$ cat src/rtl/ioctl_sdr_packer.sv
// Packs hps_io byte downloads into 16-bit SDRAM words and issues them as single writes.
module ioctl_sdr_packer #(
    parameter int unsigned INDEX = 0,
    parameter int unsigned DEPTH = 4
) (
    input  logic        clk_sys,
    input  logic        reset,
    input  logic        ioctl_download,
    input  logic [7:0]  ioctl_index,
    input  logic        ioctl_wr,
    input  logic [24:0] ioctl_addr,
    input  logic [7:0]  ioctl_dout,
    output logic        ioctl_wait,
    output logic [23:0] sdr_addr,
    output logic [15:0] sdr_data,
    output logic [1:0]  sdr_be,
    output logic        sdr_req,
    input  logic        sdr_rdy,
    output logic        busy
);

    localparam int unsigned PTR_W = $clog2(DEPTH);
    localparam int unsigned CNT_W = PTR_W + 1;
    localparam int unsigned AW    = 24;
    localparam int unsigned DW    = 16;

    typedef struct packed {
        logic [AW-1:0] addr;
        logic [DW-1:0] data;
        logic [1:0]    be;
    } word_t;

    typedef enum logic {
        ST_IDLE,
        ST_REQ
    } state_t;

    // Registered state
    logic             dl_q;
    logic             pend_valid_q, pend_valid_d;
    word_t            pend_q, pend_d;
    word_t            fifo_q [DEPTH];
    logic [PTR_W-1:0] wr_ptr_q, wr_ptr_d;
    logic [PTR_W-1:0] rd_ptr_q, rd_ptr_d;
    logic [CNT_W-1:0] count_q, count_d;
    state_t           state_q, state_d;
    logic             req_q, req_d;
    word_t            sdr_word_q, sdr_word_d;
    logic             wait_q, wait_d;
    logic             busy_q, busy_d;

    // Combinational control
    logic             accept;
    logic             push;
    logic             push_en;
    logic             pop;
    logic             full;
    logic             flush;
    word_t            push_word;
    word_t            lane_word;

    // Accepted byte write and the single-lane word it would start
    always_comb begin
        accept         = ioctl_wr & ioctl_download & (ioctl_index == 8'(INDEX));
        lane_word.addr = ioctl_addr[24:1];
        lane_word.data = ioctl_addr[0] ? {ioctl_dout, 8'h00} : {8'h00, ioctl_dout};
        lane_word.be   = ioctl_addr[0] ? 2'b10 : 2'b01;
    end

    // Pending-word merge, eviction and end-of-download flush
    always_comb begin
        pend_valid_d = pend_valid_q;
        pend_d       = pend_q;
        push         = 1'b0;
        push_word    = pend_q;
        flush        = 1'b0;
        if (accept) begin
            if (!pend_valid_q) begin
                pend_valid_d = 1'b1;
                pend_d       = lane_word;
            end else if (pend_q.addr == lane_word.addr) begin
                if (ioctl_addr[0]) begin
                    pend_d.data[15:8] = ioctl_dout;
                end else begin
                    pend_d.data[7:0]  = ioctl_dout;
                end
                pend_d.be = pend_q.be | lane_word.be;
                if (pend_d.be == 2'b11) begin
                    push         = 1'b1;
                    push_word    = pend_d;
                    pend_valid_d = 1'b0;
                end
            end else begin
                push      = 1'b1;
                push_word = pend_q;
                pend_d    = lane_word;
            end
        end else if (dl_q && !ioctl_download && pend_valid_q) begin
            flush        = 1'b1;
            push         = 1'b1;
            pend_valid_d = 1'b0;
        end
    end

    // FIFO pointer and occupancy bookkeeping
    always_comb begin
        full     = (count_q == CNT_W'(DEPTH));
        push_en  = push & ~full;
        pop      = (state_q == ST_REQ) & sdr_rdy;
        wr_ptr_d = push_en ? wr_ptr_q + PTR_W'(1) : wr_ptr_q;
        rd_ptr_d = pop ? rd_ptr_q + PTR_W'(1) : rd_ptr_q;
        count_d  = count_q + CNT_W'(push_en) - CNT_W'(pop);
    end

    // Issue FSM: latch the FIFO head on entry to REQ, hold it until sdr_rdy
    always_comb begin
        state_d    = state_q;
        req_d      = 1'b0;
        sdr_word_d = sdr_word_q;
        case (state_q)
            ST_IDLE: begin
                if (count_q != '0) begin
                    state_d    = ST_REQ;
                    req_d      = 1'b1;
                    sdr_word_d = fifo_q[rd_ptr_q];
                end
            end
            ST_REQ: begin
                req_d = 1'b1;
                if (sdr_rdy) begin
                    state_d = ST_IDLE;
                    req_d   = 1'b0;
                end
            end
            default: state_d = ST_IDLE;
        endcase
    end

    // Throttle and activity flags, computed from next-state values
    always_comb begin
        wait_d = (count_d >= CNT_W'(DEPTH - 2)) | flush;
        busy_d = pend_valid_d | (count_d != '0) | req_d;
    end

    // Control and datapath registers
    always_ff @(posedge clk_sys or posedge reset) begin
        if (reset) begin
            dl_q         <= 1'b0;
            pend_valid_q <= 1'b0;
            pend_q       <= '0;
            wr_ptr_q     <= '0;
            rd_ptr_q     <= '0;
            count_q      <= '0;
            state_q      <= ST_IDLE;
            req_q        <= 1'b0;
            sdr_word_q   <= '0;
            wait_q       <= 1'b0;
            busy_q       <= 1'b0;
        end else begin
            dl_q         <= ioctl_download;
            pend_valid_q <= pend_valid_d;
            pend_q       <= pend_d;
            wr_ptr_q     <= wr_ptr_d;
            rd_ptr_q     <= rd_ptr_d;
            count_q      <= count_d;
            state_q      <= state_d;
            req_q        <= req_d;
            sdr_word_q   <= sdr_word_d;
            wait_q       <= wait_d;
            busy_q       <= busy_d;
        end
    end

    // FIFO storage; a push into a full FIFO is dropped
    always_ff @(posedge clk_sys or posedge reset) begin
        if (reset) begin
            for (int i = 0; i < int'(DEPTH); i++) begin
                fifo_q[i] <= '0;
            end
        end else if (push_en) begin
            fifo_q[wr_ptr_q] <= push_word;
        end
    end

    // Overflow means the HPS ignored ioctl_wait
    push_into_full_a: assert property (@(posedge clk_sys) disable iff (reset) !(push && full));

    assign ioctl_wait = wait_q;
    assign sdr_addr   = sdr_word_q.addr;
    assign sdr_data   = sdr_word_q.data;
    assign sdr_be     = sdr_word_q.be;
    assign sdr_req    = req_q;
    assign busy       = busy_q;

endmodule

$ cat config.mk
export PLATFORM = sky130hd
export DESIGN_NAME = ioctl_sdr_packer
export DESIGN_NICKNAME = d
export VERILOG_FILES = /design/src/rtl/ioctl_sdr_packer.sv
export SDC_FILE = /design/constraint.sdc
export NUM_CORES = 1
export LEC_CHECK = 0
export BUFFER_PORTS_ARGS = -buffer_cell sky130_fd_sc_hd__buf_2
export CAP_MARGIN = 20
export CORE_ASPECT_RATIO = 0.5
export CORE_MARGIN = 2
export CORE_UTILIZATION = 55
export DETAILED_ROUTE_END_ITERATION = 6
export PLACE_DENSITY = 0.74
export SLEW_MARGIN = 20
export SYNTH_ARGS = -nofsm -noshare
export SYNTH_HDL_FRONTEND = slang
export SYNTH_SLANG_ARGS = --single-unit
$ cat constraint.sdc
create_clock -name clk_sys -period 13 [get_ports clk_sys]
set_clock_uncertainty 0.1 [all_clocks]
set_input_delay 2.6 -clock clk_sys [delete_from_list [all_inputs] [get_ports clk_sys]]
set_output_delay 2.6 -clock clk_sys [all_outputs]
set_load 0.01 [all_outputs]
==> results by group, run 1 <==
Status
  – Status: finished clean

Global route
  – Overflow after GRT: 0
  – First-pass GRT wire length: roughly 37 mm
  – M1 GR Usage: around a third
  – Met3 Resource Use GR: roughly 3.0%
  – Initial antenna violation count: 0
  – Total GRT Usage: approximately 22%
  – Vias in the first global route: around 6,600
  – GR peak layer: met2
  – GR Layer Usage met2: about a third
  – Largest net degree at the start of global routing: between 100 and 150

Timing
  – Fmax: about 0.17 GHz
  – Final setup fails: 0
  – Final hold violations: 0
  – TNS Setup: 0 ns
  – RSZ-0062 raised after global routing: false
  – Crit share post-route: between 40% and 50%
  – Slew @ Worst Pin: around 1.0 ns
  – Final worst slack: 7.19 ns
  – Slew headroom: 29.5%
  – Min Tclk post-route: ~5.8 ns
  – Max Slew Vio Count: 0

Min path
  – Hold crit path type: flop to flop

Final layout
  – Fin util: between 60% and 70%
  – Fill count: about 1,500
  – Syn-to-layout area delta: 11.8%
  – Ratio of cells with drive above 1 in the final layout: 46.8%
  – N_diodes: 0
  – Final nets: 850

Power and ir drop
  – Power share of the clock group: a little under two fifths
  – P_int: around 1300 uW
  – Reg power frac: between 40% and 50%
  – Sw Pwr: around 460 uW
  – P_leak: roughly 0.0067 uW
  – Comb power frac: 12.2%
  – Total power: between 1500 and 2000 uW
  – VDD IR max: approximately 0.07 mV
  – Switching Share: between 20 and 30%
  – Power Dens Cells: 137 nW/um^2

Clock tree
  – Hold Buf Count CTS: 0
  – TritonCTS Buffers: 23
  – Clk pin slew, worst setup/hold paths: 0.07 ns
  – Setup bufs post-CTS: 0
  – Post-CTS sizing: 0
  – Root buf cell: clkbuf_16
  – Longest Clk Path Bufs: 3
  – TritonCTS clock tree: done
  – # clock sinks: about 260
  – Htree depth: 1
  – Skew-Pair Late Insertion Delay: around 0.50 ns

Route
  – Post-Route WL: 23.1 mm
  – DR WL/cell: between 20 and 25 um
  – ANT nets after route: 0
  – DR pass1 iterations: 4
  – Starting DRT DRC Count: approximately 330
  – Via Count: between 6,000 and 7,000
  – Vias per cell: a little under 6
  – Remaining DRCs: 0

Critical path
  – Startpoint types: input pin
  – Crit Path Class: input pin to flop
  – Crit-path cells: buf_2 > xor2_1 > nor4_1 > and4_1 > a211oi_4 > nor2_1 > ha_1 > inv_1 > ha_1 > inv_1 > fa_1 > xnor2_1 > xnor2_1 > nor4_1 > o211ai_1
  – Slowest cell delay on critical path: between 0.6 and 0.7 ns
  – CP endpoint kind: flop
  – WP data required: 13.27 ns
  – CP max FO: 5
  – CP max-delay cell: nor4_1
  – CP Data Arrival Time: 6.08 ns

Floorplan
  – Die H: 107 um
  – Rows: 37
  – IO Count: 91
  – Starting Density: a little under three fifths
  – Die width: 209 um
  – Die area: approximately 22,000 um^2
  – Core area: 20,600 um^2

Yosys
  – Most common cell in the netlist: dfrtp_1
  – Post-synth top flop: dfrtp_1
  – Most common library cells after synthesis: dfrtp_1 (264), mux2_2 (182), mux2_1 (67)
  – Mapped cell area: 11,600 um^2
  – Top post-synthesis cells by area: dfrtp_1 (57%), mux2_2 (18%), mux4_2 (8.2%)
  – Sequential fraction of the synthesis area: 56.9%
  – Mapped Cells: ~710
  – Syn_nets: approximately 760
  – Syn_area_per_cell: between 15 and 20 um^2
  – Post-synth EDFFs: 0
  – FF+latch count, synth: between 200 and 300
  – Share of the synthesized area in the top cell type: 56.9%
  – Largest area contributor in the netlist: dfrtp_1
  – Post-synth ARST share: 100%
  – Synth warn: 0
  – Post-synth cell types: 43

Place
  – Final HPWL DP: approximately 15 mm
  – Placer congestion estimate: about 0.76
  – Number of port buffers: 90
  – Setup WS pre-CTS: between 6 and 7 ns

Run
  – Max-Cap Viols: 0
==> critical path: cells and delay by family <==
family / cells / cell delay (ns)
compound gates: 2 / 0.29
fa+ha+maj: 3 / 0.81
xor+xnor: 3 / 0.46
buf+inv: 3 / 0.23
simple gates: 4 / 1.70
==> metrics by stage <==
stage | area, um^2 | instances | hold slack, ns
floorplan | 11600 | 706 | 0.359
global placement | 12200 | 1045 | 0.368
detailed placement | 12200 | 1045 | 0.376
CTS | 13000 | 1085 | 0.392
global route | 13000 | 1085 | 0.400
finish | 13000 | 1085 | 0.384
==> per-layer routing <==
| layer | part of all wire (%) | wire length, um |
|---|---|---|
| met1 | 49 | 11200 |
| met2 | 46 | 10700 |
| met3 | 3.3 | 770 |
| met4 | 1.9 | 433 |
| met5 | 0 | 0 |
==> power groups by stage <==
| stage | registers [uW] | clock network (uW) | logic [uW] |
|---|---|---|---|
| final | 886 | 672 | 216 |
| after global routing | 890 | 718 | 235 |
| after CTS | 888 | 685 | 221 |
| after detailed placement | 903 | 0 | 221 |
| after global placement | 903 | 0 | 219 |
| after floorplan | 863 | 0 | 184 |
==> layout by cell type (no fill, tap or decap), types with 2 or more instances in the layout <==
| master | n |
|---|---|
| mux2_1 | 67 |
| dfrtp_2 | 2 |
| mux2_4 | 3 |
| mux4_2 | 42 |
| a21o_1 | 2 |
| buf_4 | 10 |
| nand4_1 | 2 |
| clkbuf_16 | 23 |
| mux2_2 | 182 |
| ha_1 | 6 |
| xnor2_1 | 12 |
| buf_2 | 90 |
| inv_1 | 8 |
| o31ai_1 | 2 |
| nand3_1 | 3 |
| nor4_1 | 5 |
| nand2_1 | 4 |
| and2_1 | 3 |
| a41o_1 | 2 |
| and3_1 | 2 |
| clkbuf_8 | 6 |
| a22o_1 | 16 |
| dfrtp_1 | 262 |
| xor2_1 | 17 |
| clkinv_2 | 5 |
| o21ai_4 | 4 |
| clkbuf_1 | 5 |
| nor2_1 | 5 |
| o21ai_0 | 2 |
==> registers in the layout, summed over array words and instances (netlist names) <==
signal	count
sdr_data	16
rd_ptr_q	2
pend_valid_q	1
wr_ptr_q	2
sdr_addr	24
sdr_req	1
sdr_be	2
dl_q	1
ioctl_wait	1
count_q	3
busy	1
pend_q	42
fifo_q	168
==> path summary, 6_finish.rpt <==
| path | start | endpoint | slack (ns) | depth (start not counted) |
|---|---|---|---|---|
| setup / recovery | ioctl_addr[19] | busy$_DFF_PP0_ | 7.19 | 15 |
| hold / removal | fifo_q[33]$_DFFE_PP0P_ | fifo_q[33]$_DFFE_PP0P_ | 0.38 | 1 |
| setup reg to reg | pend_q[19]$_DFFE_PP0P_ | busy$_DFF_PP0_ | 8.92 | 14 |
| hold reg to reg | fifo_q[33]$_DFFE_PP0P_ | fifo_q[33]$_DFFE_PP0P_ | 0.38 | 1 |
| max in group asynchronous | reset | pend_q[22]$_DFFE_PP0P_ | 9.13 | 3 |
| min in group asynchronous | reset | fifo_q[166]$_DFFE_PP0P_ | 2.20 | 2 |
==> layout make-up <==
| type | count | area, um^2 | area share (%) |
|---|---|---|---|
| multi-input cells | 398 | 4720 | 36.4 |
| flip-flops and latches | 264 | 6610 | 50.9 |
| clock buffers | 34 | 677 | 5.22 |
| inverters | 10 | 45.0 | 0.347 |
| well taps | 273 | 342 | 2.63 |
| clock inverters | 6 | 55.1 | 0.424 |
| repair buffers | 100 | 526 | 4.05 |
==> logic make-up after synthesis <==
| group | count (synthesis) | synth area share (%) |
|---|---|---|
| XOR/XNOR | 29 | 2.19 |
| buffers and inverters | 44 | 2.48 |
| multiplexers | 294 | 32.7 |
| flip-flops | 264 | 56.9 |
| AO/OA/AOI/OAI | 33 | 2.75 |
| AND/OR/NAND/NOR | 35 | 2.13 |
| adder cells (fa/ha/maj) | 7 | 0.819 |
(Power assumes the default switching activity.)
==> run 2, diff against run 1 <==
--- a/config.mk
+++ b/config.mk
@@ -9,9 +9,9 @@
 export CAP_MARGIN = 20
 export CORE_ASPECT_RATIO = 0.5
 export CORE_MARGIN = 2
-export CORE_UTILIZATION = 55
+export CORE_UTILIZATION = 54
 export DETAILED_ROUTE_END_ITERATION = 6
-export PLACE_DENSITY = 0.74
+export PLACE_DENSITY = 0.76
 export SLEW_MARGIN = 20
 export SYNTH_ARGS = -nofsm -noshare
 export SYNTH_HDL_FRONTEND = slang
==> constraint.sdc (replaced) <==
create_clock -name clk_sys -period 4.8 [get_ports clk_sys]
set_clock_uncertainty 0.1 [all_clocks]
set_input_delay 0.96 -clock clk_sys [delete_from_list [all_inputs] [get_ports clk_sys]]
set_output_delay 0.96 -clock clk_sys [all_outputs]
set_load 0.01 [all_outputs]
==> run 2 against run 1 <==
- wire length increased by 2.0%
- sequential cell count unchanged
- die area increased by 1.8%
- cell area increased by 1.5%
- worst hold slack got worse by 0.065 ns
==> results by group, run 2 (same netlist as run 1, synthesis figures left out) <==
Timing
  – Final hold violations: 0 (unchanged)
  – Slew @ Worst Pin: 0.726 ns (-0.322 ns)
  – Crit share post-route: a little over four fifths
  – TNS Setup: 0 ns (unchanged)
  – RSZ-0062 raised after global routing: false
  – Min Tclk post-route: 4.04 ns
  – Final setup fails: 0 (unchanged)
  – Fmax: approximately 0.25 GHz
  – Slew headroom: 51.4% (+22 points)
  – Max Slew Vio Count: 0 (unchanged)

Clock tree
  – Hold Buf Count CTS: 0 (unchanged)
  – # clock sinks: 264 (unchanged)
  – Longest Clk Path Bufs: 3 (unchanged)
  – Root buf cell: clkbuf_16
  – Skew-Pair Late Insertion Delay: 0.50 ns (about the same)
  – Setup bufs post-CTS: 0 (unchanged)
  – Htree depth: 1 (unchanged)
  – TritonCTS Buffers: 23 (unchanged)
  – TritonCTS clock tree: done
  – Clk pin slew, worst setup/hold paths: 0.07 ns (about the same)
  – Post-CTS sizing: 0 (unchanged)

Final layout
  – Max reg flops: 168 (unchanged)
  – Commonest non-fill, non-tap cell in the layout: dfrtp_1
  – Post-route cell area: 13,200 um^2 (+1.5%)
  – Final nets: 863 (+1.5%)
  – Ratio of cells with drive above 1 in the final layout: 47.6% (+0.77 points)
  – Most flop-heavy register: fifo_q
  – Most frequent cells in the layout: dfrtp_1 (262), mux2_2 (182), buf_2 (90)
  – Syn-to-layout area delta: 13.5%

Floorplan
  – Die width: 211 um (+0.90%)
  – Rows: 37 (unchanged)
  – IO Count: 91 (unchanged)
  – Core area: 20,800 um^2 (+1.1%)
  – Starting Density: 55.7% (-0.63 points)
  – Die H: 108 um (+0.89%)
  – Die area: 22,800 um^2 (+1.8%)

Critical path
  – Startpoint types: input pin
  – Crit Path Class: input pin to flop
  – R2R depth: 14 (unchanged)
  – CP endpoint kind: flop
  – WP data required: 5.07 ns (-8.20 ns)
  – CP max FO: 5 (unchanged)
  – CP Data Arrival Time: 4.31 ns (-1.77 ns)

Route
  – DR pass1 iterations: 4 (unchanged)
  – Starting DRT DRC Count: 345 (+3.6%)
  – Remaining DRCs: 0 (unchanged)
  – Vias per cell: 5.80 (+0.23%)
  – Post-Route WL: 23.5 mm (+2.0%)
  – ANT nets after route: 0 (unchanged)
  – Via Count: 6,371 (+1.4%)
  – DR WL/cell: 21.4 um (+0.79%)

Status
  – Status: finished clean

Global route
  – Initial antenna violation count: 1 (+1)
  – Vias in the first global route: 6,680 (+1.0%)
  – Overflow after GRT: 0 (unchanged)
  – Total GRT Usage: 21.7% (+0.13 points)
  – Largest net degree at the start of global routing: 104 (-27%)
  – First-pass GRT wire length: 37.7 mm (+1.8%)

Power and ir drop
  – P_leak: 0.00683 uW (+1.4%)
  – VDD IR max: 0.344 mV (+400%)
  – Power Dens Cells: 372 nW/um^2 (+170%)

Place
  – Final HPWL DP: 15.4 mm (+2.1%)
  – Number of port buffers: 90 (unchanged)
  – Placer congestion estimate: 0.791 (+3.6%)
  – Placed instance area: 12,400 um^2 (+1.3%)

Run
  – Max-Cap Viols: 0 (unchanged)

Min path
  – Hold crit path type: input pin to async pin
==> run 2: report_power, final <==
| part | switching [uW] | internal [uW] | total, uW |
|---|---|---|---|
| combinational | 326 | 271 | 597 |
| sequential | 132 | 2270 | 2400 |
| clock | 791 | 1120 | 1910 |
| total | 1250 | 3660 | 4900 |
==> run 2: path summary, 6_finish.rpt <==
| path | startpoint | endpoint | slack (ns) |
|---|---|---|---|
| setup / recovery | ioctl_addr[9] | busy$_DFF_PP0_ | 0.76 |
| hold / removal | reset | fifo_q[1]$_DFFE_PP0P_ | 0.32 |
| setup reg to reg | pend_q[26]$_DFFE_PP0P_ | busy$_DFF_PP0_ | 0.84 |
| hold reg to reg | fifo_q[35]$_DFFE_PP0P_ | fifo_q[35]$_DFFE_PP0P_ | 0.39 |
| max in group asynchronous | reset | rd_ptr_q[0]$_DFFE_PP0P_ | 3.46 |
| min in group clk_sys | fifo_q[35]$_DFFE_PP0P_ | fifo_q[35]$_DFFE_PP0P_ | 0.39 |
==> run 2: critical path: stages <==
cell      delay, ns
buf_2          0.12
xor2_1         0.17
nor4_1         0.57
and4_1         0.46
a211oi_4       0.17
nor2_1         0.27
ha_1           0.28
inv_1          0.05
ha_1           0.13
inv_1          0.05
fa_1           0.40
xnor2_1        0.15
xnor2_1        0.15
nor4_1         0.26
o211ai_1       0.12
==> run 2: area by class of cell <==
| type | instances | area [um^2] |
|---|---|---|
| Fill cell | 1543 | 7660 |
| Sequential cell | 264 | 6610 |
| Multi-Input combinational cell | 398 | 4720 |
| Timing Repair Buffer | 113 | 686 |
| Clock buffer | 33 | 663 |
| Tap cell | 273 | 342 |
| Clock inverter | 6 | 105 |
| Inverter | 10 | 41.3 |
| Antenna cell | 1 | 2.50 |
==> run 2: routing by layer <==
layer  part of all wire, %  wire [um]  track usage [%]  up-vias
li1                      -          -                -     2827
met1                    49      11400             32.4     3443
met2                    48      11200             35.0       82
met3                   3.0        696             3.09       19
met4                  0.91        214             3.22        0
met5                     0          0                0        -
==> run 2: stage by stage <==
stage / power [uW] / utilization (%) / setup slack (ns) / cells / hold WS, ns
2_1_floorplan: 2840 / - / 0.256 / 706 / 0.359
3_3_place_gp: 3040 / 59.5 / 0.307 / 1058 / 0.368
3_5_place_dp: 3050 / 59.5 / 0.198 / 1058 / 0.377
4_1_cts: 4960 / 63.2 / 0.706 / 1097 / 0.317
5_1_grt: 5100 / 63.2 / 0.561 / 1097 / 0.331
6_report: 4900 / 63.2 / 0.756 / 1098 / 0.319
==> run 3, diff against run 2 <==
==> constraint.sdc (replaced) <==
create_clock -name clk_sys -period 3.25 [get_ports clk_sys]
set_clock_uncertainty 0.1 [all_clocks]
set_input_delay 0.65 -clock clk_sys [delete_from_list [all_inputs] [get_ports clk_sys]]
set_output_delay 0.65 -clock clk_sys [all_outputs]
set_load 0.01 [all_outputs]
==> run 3 against run 2 <==
- the run now ends with negative setup slack left
- combinational power rose by 83%
- register-to-register slack got worse by 0.98 ns
- critical path depth rose by 4
- worst hold slack got worse by 0.30 ns
- power rose by 47%
- core utilization rose by 2.0 points
- sequential power rose by 47%
- largest cell class unchanged
- global-route usage rose by 0.68 points
- setup slack got worse by 0.94 ns
- via count rose by 2.8%
- largest power group unchanged
==> results by group, run 3 (same netlist as run 1, synthesis figures left out) <==
Critical path
  – Crit-path cells: buf_2 > or4_4 > nor3_4 > inv_2 > a211oi_4 > nor2_2 > buf_4 > buf_4 > buf_4 > buf_4 > buf_4 > buf_4 > buf_4 > buf_4 > buf_4 > buf_4 > buf_4 > buf_4 > mux2_2
  – Crit Path Class: input pin to flop
  – CP max FO: 3 (-2)
  – Cell mode on critical path: buf_4
  – CP Data Arrival Time: 3.72 ns (-0.59 ns)
  – Slowest cell delay on critical path: 0.56 ns (about the same)
  – WP data required: 3.54 ns (-1.53 ns)
  – CP endpoint kind: flop
  – CP max-delay cell: or4_4
  – FF-to-FF setup slack: -0.14 ns (-0.98 ns)
  – Startpoint types: input pin

Floorplan
  – Die H: 108 um (unchanged)
  – Die width: 211 um (unchanged)
  – Rows: 37 (unchanged)
  – IO Count: 91 (unchanged)
  – Starting Density: 55.7% (unchanged)
  – Die area: 22,800 um^2 (unchanged)
  – Core area: 20,800 um^2 (unchanged)

Clock tree
  – # clock sinks: 264 (unchanged)
  – Skew-Pair Late Insertion Delay: 0.50 ns (about the same)
  – Root buf cell: clkbuf_16
  – Clk pin slew, worst setup/hold paths: 0.07 ns (about the same)
  – TritonCTS clock tree: done
  – Htree depth: 1 (unchanged)
  – Longest Clk Path Bufs: 3 (unchanged)
  – Hold Buf Count CTS: 0 (unchanged)
  – TritonCTS Buffers: 23 (unchanged)

Run
  – Max-Cap Viols: 0 (unchanged)

Power and ir drop
  – P_leak: 0.00706 uW (+3.5%)
  – Switching Share: 26.3% (+0.85 points)
  – Total power: 7190 uW (+47%)
  – P_int: 5300 uW (+45%)
  – Power Dens Cells: 529 nW/um^2 (+42%)
  – Comb power frac: 15.2% (+3.0 points)
  – Reg power frac: 49.0% (about the same)
  – VDD IR max: 0.386 mV (+12%)
  – Sw Pwr: 1890 uW (+52%)
  – Power share of the clock group: 35.8% (-3.1 points)

Timing
  – Min Tclk post-route: between 3 and 4 ns
  – Slew @ Worst Pin: 0.712 ns (-0.0139 ns)
  – TNS Setup: -0.319 ns (-0.319 ns)
  – Crit share post-route: 106%
  – Final hold violations: 0 (unchanged)
  – Max Slew Vio Count: 0 (unchanged)
  – Fmax: 0.291 GHz
  – Final worst slack: -0.182 ns (-0.939 ns)
  – Final setup fails: 3 (+3)
  – RSZ-0062 raised after global routing: true
  – Slew headroom: 52.5% (+1.1 points)

Route
  – Remaining DRCs: 0 (unchanged)
  – Starting DRT DRC Count: 328 (-4.9%)
  – Vias per cell: 5.74 (-1.1%)
  – DR WL/cell: 20.8 um (-2.9%)
  – Via Count: 6,551 (+2.8%)
  – DR pass1 iterations: 4 (unchanged)
  – ANT nets after route: 0 (unchanged)
  – Post-Route WL: 23.8 mm (+1.0%)

Global route
  – First-pass GRT wire length: 39.2 mm (+4.1%)
  – Vias in the first global route: 7,139 (+6.9%)
  – Initial antenna violation count: 1 (unchanged)
  – Largest net degree at the start of global routing: 86 (-17%)
  – Overflow after GRT: 0 (unchanged)
  – Total GRT Usage: 22.4% (+0.68 points)

Final layout
  – Post-route insts no fill: 1,142 (+4.0%)
  – Most flop-heavy register: fifo_q
  – Ratio of cells with drive above 1 in the final layout: 52.0% (+4.4 points)
  – Final nets: 908 (+5.2%)
  – Max reg flops: 168 (unchanged)
  – Commonest non-fill, non-tap cell in the layout: dfrtp_1
  – Syn-to-layout area delta: 17.1%
  – Most frequent cells in the layout: dfrtp_1 (261), mux2_2 (182), buf_2 (90)

Min path
  – Hold crit path type: input pin to async pin

Place
  – Number of port buffers: 90 (unchanged)
  – Final HPWL DP: 15.6 mm (+1.6%)
  – Placer congestion estimate: 0.778 (-1.6%)
  – Placed Instances: 1,085 (+2.6%)

Status
  – Status: finished with violations
  – Failing checks: negative setup slack
run 3: cell count changes in the layout (fill, tap and decap cells not counted), moves of 3 or more:
cell and delta:
buf_12 +7, clkbuf_8 -3, buf_4 +38, xnor2_1 -3
xnor2_2 +3, nor4_2 +5, nor4_1 -5, clkinv_2 +3
run 3: worst max-delay path, delay by kind of cell:
| kind | cells | cell delay (ns) |
|---|---|---|
| buf+inv | 14 | 1.66 |
| compound gates | 1 | 0.27 |
| simple gates | 3 | 0.88 |
| mux | 1 | 0.26 |
run 3: stage by stage:
stage | hold slack (ns) | area (um^2) | utilization (%) | setup slack, ns
6_report | 0.0236 | 13600 | 65.3 | -0.182
5_1_grt | 0.0429 | 13600 | 65.2 | -0.229
4_1_cts | 0.0248 | 13500 | 65.0 | -0.0722
3_5_place_dp | 0.376 | 12700 | 61.0 | -0.558
3_3_place_gp | 0.368 | 12700 | 61.0 | -0.486
2_1_floorplan | 0.359 | 11600 | - | -0.984
run 3: worst paths after layout:
path / start / end / depth (start not counted)
worst max-delay path: ioctl_index[0] / wr_ptr_q[1]$_DFFE_PP0P_ / 19
min in group clk_sys: ioctl_download / dl_q$_DFF_PP0_ / 2
worst min-delay path: reset / sdr_data[3]$_DFFE_PP0P_ / 2
worst max register to register: pend_q[19]$_DFFE_PP0P_ / wr_ptr_q[1]$_DFFE_PP0P_ / 19
max in group asynchronous: reset / pend_q[24]$_DFFE_PP0P_ / 3
worst min register to register: fifo_q[138]$_DFFE_PP0P_ / fifo_q[138]$_DFFE_PP0P_ / 1
run 3: timing repair:
action	CTS	global route
resized for setup	8	6
hold endpoints to repair	0	0
gates cloned	0	0
setup buffers	14	4
setup endpoints to repair	2	3
pin swaps	7	9
run 3: per-layer routing:
metal / GRT usage, % / vias up / routed length [um]
met3: 3.70 / 52 / 867
met1: 31.9 / 3478 / 11100
met2: 36.3 / 109 / 11300
met4: 5.73 / 0 / 555
met5: 0 / - / 0
li1: - / 2912 / -
run 3: cell type report:
class | instances | area, um^2
antenna | 1 | 2.50
tap | 273 | 342
clock inverter | 8 | 67.6
sequential | 264 | 6610
multi-input combinational | 398 | 4800
inverter | 10 | 41.3
timing repair buffer | 158 | 1110
clock buffer | 30 | 622
fill | 1434 | 7240
run 3: power groups by stage:
stage | sequential, uW | clock (uW) | combinational [uW]
global placement | 3580 | 0 | 1020
detailed placement | 3580 | 0 | 1040
finish | 3520 | 2580 | 1090
CTS | 3520 | 2630 | 1070
global route | 3540 | 2770 | 1180
floorplan | 3460 | 0 | 754
